==> config.mk <==
export PLATFORM = sky130hd
export DESIGN_NAME = mul_issue_queue
export DESIGN_NICKNAME = d
export VERILOG_FILES = /design/src/rtl/mul_issue_queue.sv
export SDC_FILE = /design/constraint.sdc
export NUM_CORES = 1
export LEC_CHECK = 0
export ABC_CLOCK_PERIOD_IN_PS = 2500
export BUFFER_PORTS_ARGS = -buffer_cell sky130_fd_sc_hd__buf_2
export CAP_MARGIN = 20
export CORE_ASPECT_RATIO = 0.8
export CORE_MARGIN = 10
export CORE_UTILIZATION = 50
export CTS_CLUSTER_SIZE = 14
export DETAILED_ROUTE_END_ITERATION = 10
export GPL_TIMING_DRIVEN = 0
export PLACE_DENSITY = 0.76
export RECOVER_POWER = 50
export SLEW_MARGIN = 40
export SYNTH_ARGS = -nofsm -noshare
export SYNTH_HDL_FRONTEND = slang
export SYNTH_SLANG_ARGS = --single-unit
==> constraint.sdc <==
create_clock -name clk_i -period 2.5 [get_ports clk_i]
set_input_delay 0.5 -clock clk_i [delete_from_list [all_inputs] [get_ports clk_i]]
set_output_delay 0.5 -clock clk_i [all_outputs]
set_load 0.01 [all_outputs]
==> src/rtl/mul_issue_queue.sv <==
// Operand FIFO and issue controller for an iterative multiplier: queues operand pairs,
// issues one at a time as a single-cycle start pulse and holds the product until taken.
module mul_issue_queue #(
  parameter int unsigned Depth = 4,
  parameter int unsigned Width = 32
) (
  input  logic                         clk_i,
  input  logic                         rst_ni,
  input  logic                         in_valid_i,
  output logic                         in_ready_o,
  input  logic [Width-1:0]             in_a_i,
  input  logic [Width-1:0]             in_b_i,
  output logic                         mul_valid_in_o,
  output logic [Width-1:0]             mul_a_o,
  output logic [Width-1:0]             mul_b_o,
  input  logic                         mul_valid_out_i,
  input  logic [2*Width-1:0]           mul_r_i,
  output logic                         out_valid_o,
  input  logic                         out_ready_i,
  output logic [2*Width-1:0]           out_r_o,
  output logic [$clog2(Depth):0]       count_o
);

  localparam int unsigned PtrW = $clog2(Depth);
  localparam int unsigned CntW = PtrW + 1;

  localparam logic [1:0] StIdle  = 2'd0;
  localparam logic [1:0] StIssue = 2'd1;
  localparam logic [1:0] StWait  = 2'd2;
  localparam logic [1:0] StHold  = 2'd3;

  logic [2*Width-1:0] mem_q [Depth];
  logic [PtrW-1:0]    wr_ptr_q, rd_ptr_q;
  logic [CntW-1:0]    count_q, count_d;
  logic [1:0]         state_q, state_d;
  logic               mul_valid_q;
  logic [Width-1:0]   mul_a_q, mul_b_q;
  logic               out_valid_q, out_valid_d;
  logic [2*Width-1:0] out_r_q, out_r_d;
  logic               push, pop;
  logic [2*Width-1:0] head;

  assign in_ready_o     = (count_q != CntW'(Depth));
  assign push           = in_valid_i && in_ready_o;
  assign head           = mem_q[rd_ptr_q];
  assign mul_valid_in_o = mul_valid_q;
  assign mul_a_o        = mul_a_q;
  assign mul_b_o        = mul_b_q;
  assign out_valid_o    = out_valid_q;
  assign out_r_o        = out_r_q;
  assign count_o        = count_q;

  // mul_valid_out_i is only looked at in StWait; in StIssue it may still be stale.
  always_comb begin
    state_d     = state_q;
    pop         = 1'b0;
    out_valid_d = out_valid_q;
    out_r_d     = out_r_q;
    case (state_q)
      StIdle: begin
        if (count_q != '0) begin
          pop     = 1'b1;
          state_d = StIssue;
        end
      end
      StIssue: state_d = StWait;
      StWait: begin
        if (mul_valid_out_i) begin
          out_r_d     = mul_r_i;
          out_valid_d = 1'b1;
          state_d     = StHold;
        end
      end
      StHold: begin
        if (out_ready_i) begin
          out_valid_d = 1'b0;
          if (count_q != '0) begin
            pop     = 1'b1;
            state_d = StIssue;
          end else begin
            state_d = StIdle;
          end
        end
      end
      default: state_d = StIdle;
    endcase
  end

  always_comb begin
    count_d = count_q;
    case ({push, pop})
      2'b10:   count_d = count_q + 1'b1;
      2'b01:   count_d = count_q - 1'b1;
      default: count_d = count_q;
    endcase
  end

  // Storage is deliberately left out of reset.
  always_ff @(posedge clk_i) begin
    if (push) begin
      mem_q[wr_ptr_q] <= {in_a_i, in_b_i};
    end
  end

  always_ff @(posedge clk_i or negedge rst_ni) begin
    if (!rst_ni) begin
      state_q     <= StIdle;
      wr_ptr_q    <= '0;
      rd_ptr_q    <= '0;
      count_q     <= '0;
      mul_valid_q <= 1'b0;
      mul_a_q     <= '0;
      mul_b_q     <= '0;
      out_valid_q <= 1'b0;
      out_r_q     <= '0;
    end else begin
      state_q     <= state_d;
      count_q     <= count_d;
      mul_valid_q <= pop;
      out_valid_q <= out_valid_d;
      out_r_q     <= out_r_d;
      if (push) begin
        wr_ptr_q <= wr_ptr_q + 1'b1;
      end
      if (pop) begin
        rd_ptr_q <= rd_ptr_q + 1'b1;
        mul_a_q  <= head[2*Width-1:Width];
        mul_b_q  <= head[Width-1:0];
      end
    end
  end

endmodule

==> impl_results.md, run 1 <==
- Total number of vias: 7367
- Crit-path slowest cell: sky130_fd_sc_hd__dfrtp_1
- Hold_sp: mul_r_i[33]
- FF+latch count, synth: 395
- Max stage delay on crit path: 400 ps
- CTS clk-pin slew, worst paths: 60 ps
- Crit path max-delay family: adder cells
- DRC marker count from the first detailed-route iteration: 399
- Reg-to-reg critical path startpoint: state_q[1]
- Placer Congestion: 0.860
- Ratio of total power to cell area: 1320 mW/mm^2
- Tot GR Track Use: 17.3%
- Cell area after synthesis: 0.0146 mm^2
- Residual DRC count: 0
- Type of the worst setup path: flip-flop to flip-flop
- LEAKAGE: 6.91 nW
- Via density per instance: 5.28
- Sink count of the clock tree: 395
- Bufs and invs on worst path: 3
- Mean cell area of the mapped netlist: 21.9 um^2
- Endpoint kind of the worst setup timing path: flip-flop
- Measured slew at the worst slew-check pin: 1430 ps
- PnR Total Power: 23.7 mW
- Die W: 211 um
- Max-Cap Viols: 0
- Worst min-delay path class: input port to flip-flop
- Cell types occupying the most area after synthesis: sky130_fd_sc_hd__edfxtp_1 53%, sky130_fd_sc_hd__dfrtp_1 24%, sky130_fd_sc_hd__mux2_2 10%
- Final Hold Vio Count: 0
- Clock buffers created by TritonCTS: 39
- Largest vdd supply drop: 802 uV
- Critical Path RT: 2940 ps
- Number of buffer cells added on primary ports: 266
- Count leader, synth: sky130_fd_sc_hd__edfxtp_1
- Start point of the critical path: state_q[1]
- First-pass detailed-route iteration total: 4
- Number of global-route vias before repair: 8080
- Post-route minimum period: 2400 ps
- Max Buffers Root-to-Sink: 3
- Half-perimeter wire length after detailed placement: 21900 um
- Pin count of the biggest net entering global routing: 73
- Relative area change from synthesis to final layout: 23.3%
- Final net count: 1133
- Number of filler instances in the final layout: 1993
- Total placed instance area: 0.0166 mm^2
- Yosys warns: 0
- Post-Syn Instances: 666
- Die Span Y: 173 um
- Worst rel slew slack: 4.77%
- Io pins: 267
- Post-Syn Nets: 809
- Share of the synthesized area in the top cell type: 52.6%
- Final wirelength: 32100 um
- Final number of max-transition violations: 0
- Library cell used as clock root buffer: sky130_fd_sc_hd__clkbuf_16
- Maximum net fanout on the critical path: 4
- Worst-Skew Late Latency: 540 ps
- Startpoint class of the critical path: flip-flop
- H-tree depth: 2
- Data arrival time of the critical path: 2840 ps
- # placed instances: 1310
- Initial antenna violation count: 6
- Die area: 0.0365 mm^2
- Dominant synthesized flop cell: sky130_fd_sc_hd__edfxtp_1
- Cell-by-cell trace of the critical path: inv_1 > ha_1 > nor3_4 > buf_12 > ha_1 > inv_1 > fa_1 > xor2_1 > nor2_1 > xor2_1
- Final antenna-violating net count: 0
- Initial core utilization: 51.1%
- Row cnt: 55
- Final standard cell area without fillers: 0.0180 mm^2
- Synth async-reset ratio: 35.2%
- Minimum setup slack among reg-to-reg paths: 100 ps
- Unique cell type count in the Yosys netlist: 25
- Core box area: 0.0286 mm^2
- Routed wirelength normalized by instance count: 23.1 um
- Number of cells in the finished layout apart from fillers: 1394
- Commonest cells in the synthesized netlist: 256 x sky130_fd_sc_hd__edfxtp_1, 139 x sky130_fd_sc_hd__dfrtp_1, 130 x sky130_fd_sc_hd__mux2_2, 64 x sky130_fd_sc_hd__mux4_2, 17 x sky130_fd_sc_hd__buf_2
- Crit share post-route: 95.8%
- Top cell type by total area after synthesis: sky130_fd_sc_hd__edfxtp_1
- Run status: finished clean
- Share of post-route cells with drive strength above 1: 49.3%
- Sequential fraction of the synthesis area: 76.4%
- Upper clock frequency limit: 417 MHz
- Total congestion overflow: 0
- Total setup violations reported at the end of the flow: 0
- Clock tree skew after final layout: 26.6 ps
- TritonCTS clock tree: done
- First-pass GRT wire length: 48500 um
- EDFF count, synth: 256
## through the flow
step / util (%) / setup TNS [ps] / setup WS [ps] / hold WS (ps)
after floorplan: - / 0 / 51.1 / 204
after global placement: 57.4 / -208580 / -1310 / 481
final: 63.0 / 0 / 104 / 201
after detailed placement: 58.1 / -701 / -438 / 356
after CTS: 63.2 / 0 / 33.0 / 144
after global routing: 63.0 / -7.44 / -7.44 / 185
## where the power goes
part	switching (mW)	internal, mW	total, mW
Sequential	0.791	9.10	9.89
Clock	2.40	3.72	6.12
Combinational	3.80	3.90	7.70
## logic make-up after synthesis
family | after synthesis | share of synthesized area, %
AO/OA/AOI/OAI | 9 | 0.360
XOR/XNOR | 6 | 0.360
buffers and inverters | 36 | 1.40
AND/OR/NAND/NOR | 16 | 0.625
flip-flops | 395 | 76.4
adder cells (fa/ha/maj) | 10 | 0.908
multiplexers | 194 | 19.9
## path summary, 6_finish.rpt
path | endpoint | depth (start not counted)
setup reg to reg | count_o[2] | 10
hold reg to reg | mul_b_o[3] | 1
min in group asynchronous | mul_a_o[1] | 2
hold / removal | out_r_o[33] | 2
setup / recovery | count_o[2] | 10
max in group asynchronous | count_o[2] | 3
## registers in the layout (all words and copies together), names as in the netlist
register	count
mul_b_o	32
wr_ptr_q	2
rd_ptr_q	2
count_o	3
mul_a_o	32
mul_valid_in_o	1
mem_q	256
state_q	2
out_r_o	64
out_valid_o	1
## per-layer routing
layer | share of wire, % | vias to the layer above | track usage [%] | wire length, um
li1 | - | 3282 | - | -
met1 | 40 | 3764 | 20.9 | 12800
met2 | 48 | 256 | 28.2 | 15500
met5 | 0.13 | - | 0 | 41
met3 | 8.9 | 59 | 6.07 | 2870
met4 | 2.7 | 6 | 5.82 | 865
## worst register-to-register path, stage by stage (launching register included)
cell,delay (ps)
sky130_fd_sc_hd__dfrtp_1,400
sky130_fd_sc_hd__inv_1,90
sky130_fd_sc_hd__ha_1,350
sky130_fd_sc_hd__nor3_4,300
sky130_fd_sc_hd__buf_12,150
sky130_fd_sc_hd__ha_1,170
sky130_fd_sc_hd__inv_1,60
sky130_fd_sc_hd__fa_1,370
sky130_fd_sc_hd__xor2_1,150
sky130_fd_sc_hd__nor2_1,110
sky130_fd_sc_hd__xor2_1,160
## area by class of cell
cell class	count	area, um^2	area share, %
timing repair buffer	284	1510	8.40
clock inverter	15	236	1.31
antenna	3	7.51	0.0417
buffer	26	179	0.994
multi-input combinational	235	3260	18.1
sequential	395	11200	62.0
clock buffer	57	1140	6.36
inverter	9	33.8	0.188
tap	370	463	2.57
## placed cells by master (no fill, tap or decap), types with 4 or more instances in the layout
cell and n:
sky130_fd_sc_hd__mux2_2 130, sky130_fd_sc_hd__mux4_2 64, sky130_fd_sc_hd__bufinv_16 5, sky130_fd_sc_hd__clkbuf_16 40, sky130_fd_sc_hd__clkinv_2 4, sky130_fd_sc_hd__buf_4 10
sky130_fd_sc_hd__buf_12 7, sky130_fd_sc_hd__buf_6 6, sky130_fd_sc_hd__nand2_1 5, sky130_fd_sc_hd__inv_1 8, sky130_fd_sc_hd__buf_2 217, sky130_fd_sc_hd__clkbuf_8 8
sky130_fd_sc_hd__dfrtp_1 139, sky130_fd_sc_hd__clkbuf_1 76, sky130_fd_sc_hd__and3_4 4, sky130_fd_sc_hd__ha_1 9, sky130_fd_sc_hd__a21oi_1 4, sky130_fd_sc_hd__edfxtp_1 256
## timing repair
action	in CTS	in global routing
hold buffers	1	0
pin swaps	1	1
gates cloned	1	0
setup endpoints to repair	2	1
endpoints found under the hold margin	19	0
resized for setup	5	1
setup buffers	2	6
Power figures use the tool's default switching activity.
==> inputs of run 2 (changes only) <==
--- a/config.mk
+++ b/config.mk
@@ -14,7 +14,7 @@
 export CTS_CLUSTER_SIZE = 14
 export DETAILED_ROUTE_END_ITERATION = 10
 export GPL_TIMING_DRIVEN = 0
-export PLACE_DENSITY = 0.76
+export PLACE_DENSITY = 0.8
 export RECOVER_POWER = 50
 export SLEW_MARGIN = 40
 export SYNTH_ARGS = -nofsm -noshare
==> impl_results.md, run 2 (synthesized netlist as in run 1, its figures left out) <==
- Total setup violations reported at the end of the flow: 0 (unchanged)
- Hold path depth: 2 (unchanged)
- Data arrival time of the critical path: 2800 ps (-40 ps)
- Worst-Skew Late Latency: 530 ps (about the same)
- Placer Congestion: 0.846 (-1.7%)
- Via density per instance: 5.39 (+2.1%)
- Largest vdd supply drop: 949 uV (+18%)
- Pre-CTS setup slack: -645 ps (-207 ps)
- Setup Total Neg Slack: 0 ps (unchanged)
- LEAKAGE: 6.67 nW (-3.6%)
- Die area: 0.0365 mm^2 (unchanged)
- Worst rel slew slack: 31.6% (+27 points)
- Sink count of the clock tree: 395 (unchanged)
- Number of filler instances in the final layout: 2072 (+4.0%)
- Number of cells in the finished layout apart from fillers: 1388 (-0.43%)
- Commonest non-fill, non-tap cell in the layout: sky130_fd_sc_hd__edfxtp_1
- Critical Path RT: 2940 ps (about the same)
- PnR Total Power: 22.8 mW (-3.7%)
- Number of buffer cells added on primary ports: 266 (unchanged)
- Die W: 211 um (unchanged)
- DRC marker count from the first detailed-route iteration: 443 (+11%)
- TritonCTS clock tree: done
- Final wirelength: 33100 um (+3.0%)
- Start point of the critical path: state_q[0]
- Initial core utilization: 51.1% (unchanged)
- # placed instances: 1312 (+0.15%)
- Startpoint class of the critical path: flip-flop
- Routed wirelength normalized by instance count: 23.9 um (+3.5%)
- Type of the worst setup path: flip-flop to flip-flop
- Tot GR Track Use: 18.0% (+0.70 points)
- Pin count of the biggest net entering global routing: 73 (unchanged)
- First-pass GRT wire length: 50000 um (+3.2%)
- Max reg flops: 256 (unchanged)
- Row cnt: 55 (unchanged)
- Final Hold Vio Count: 0 (unchanged)
- Final antenna-violating net count: 0 (unchanged)
- Final number of max-transition violations: 0 (unchanged)
- Io pins: 267 (unchanged)
- Clock tree skew after final layout: 19.0 ps (-7.59 ps)
- Total congestion overflow: 0 (unchanged)
- Max Buffers Root-to-Sink: 3 (unchanged)
- Depth of the worst register-to-register path: 10 (unchanged)
- Worst min-delay path class: input port to flip-flop
- Top library cells by usage in the layout, fill and taps aside: 256 x sky130_fd_sc_hd__edfxtp_1, 169 x sky130_fd_sc_hd__buf_2, 139 x sky130_fd_sc_hd__dfrtp_1, 130 x sky130_fd_sc_hd__mux2_2, 126 x sky130_fd_sc_hd__clkbuf_1
- Clock buffers created by TritonCTS: 38 (-2.6%)
- First-pass detailed-route iteration total: 4 (unchanged)
- Max-Cap Viols: 0 (unchanged)
- H-tree depth: 2 (unchanged)
- Number of global-route vias before repair: 8237 (+1.9%)
- Endpoint kind of the worst setup timing path: flip-flop
- Final net count: 1131 (-0.18%)
- Library cell used as clock root buffer: sky130_fd_sc_hd__clkbuf_16
- Ratio of total power to cell area: 1290 mW/mm^2 (-2.1%)
- Die Span Y: 173 um (unchanged)
- Reg-to-reg critical path startpoint: state_q[0]
- Hold_sp: mul_r_i[2]
- Core occupancy in the finished layout: 62.0% (-1.0 points)
- Largest Register: mem_q
- Measured slew at the worst slew-check pin: 1030 ps (-403 ps)
- Core box area: 0.0286 mm^2 (unchanged)
- Setup slack after layout: 142 ps (+37.6 ps)
- Initial antenna violation count: 5 (-1)
- CTS clk-pin slew, worst paths: 60 ps (about the same)
- Residual DRC count: 0 (unchanged)
- Upper clock frequency limit: 424 MHz (+1.6%)
- Share of post-route cells with drive strength above 1: 43.5% (-5.8 points)
- Maximum net fanout on the critical path: 5 (+1)
- Post-route minimum period: 2360 ps (-37.6 ps)
- Crit share post-route: 94.3% (-1.5 points)
- Relative area change from synthesis to final layout: 21.2%
- Half-perimeter wire length after detailed placement: 22600 um (+3.4%)
- Run status: finished clean
- Total number of vias: 7487 (+1.6%)
-- run 2: per-stage QoR --
step | hold slack (ps) | cell area (um^2)
floorplan | 204 | 14600
global placement | 482 | 16400
detailed placement | 315 | 16600
CTS | 157 | 17900
global route | 191 | 17700
finish | 208 | 17700
-- run 2: worst paths after layout --
path | end | slack, ps
min in group asynchronous | mul_a_o[13] | 460
setup reg to reg | count_o[2] | 140
hold reg to reg | mul_b_o[14] | 500
max in group asynchronous | out_r_o[23] | 560
hold / removal | out_r_o[2] | 210
setup / recovery | count_o[2] | 140
-- run 2: cell type report --
type,instances,area [um^2],share of cell area [%]
clock buffer,56,1100,6.21
antenna,2,5.00,0.0283
tap,370,463,2.61
buffer,26,179,1.01
sequential,395,11200,63.1
timing repair buffer,283,1450,8.16
inverter,9,33.8,0.191
multi-input combinational,235,3250,18.4
clock inverter,12,60.1,0.339
-- run 2: power breakdown --
part           leakage [nW]  internal [mW]  switching, mW
logic                  2.11           3.79           3.77
registers              3.99           9.09          0.813
clock network         0.569           3.05           2.31
total                  6.67           15.9           6.89
-- run 2: repair_timing --
action,in CTS,in global routing
buffers inserted,2,3
endpoints found under the hold margin,6,0
endpoints found under the setup margin,30,1
gates resized for setup,5,1
pin swaps,1,1
gates cloned,1,0
hold buffers,1,0
-- run 2: worst max-delay path, stage by stage, from the launching register on --
cell and delay (ps):
sky130_fd_sc_hd__dfrtp_1 410, sky130_fd_sc_hd__inv_1 200, sky130_fd_sc_hd__ha_4 250, sky130_fd_sc_hd__nor3_4 290, sky130_fd_sc_hd__buf_12 150, sky130_fd_sc_hd__ha_1 170
sky130_fd_sc_hd__inv_1 60, sky130_fd_sc_hd__fa_1 370, sky130_fd_sc_hd__xor2_1 150, sky130_fd_sc_hd__nor2_1 110, sky130_fd_sc_hd__xor2_1 140
-- run 2: metal layers --
metal | GRT usage, % | vias up | part of all wire, %
li1 | - | 3272 | -
met4 | 5.60 | 6 | 2.6
met2 | 30.0 | 293 | 49
met1 | 21.1 | 3854 | 38
met5 | 0 | - | 0.13
met3 | 6.67 | 62 | 10
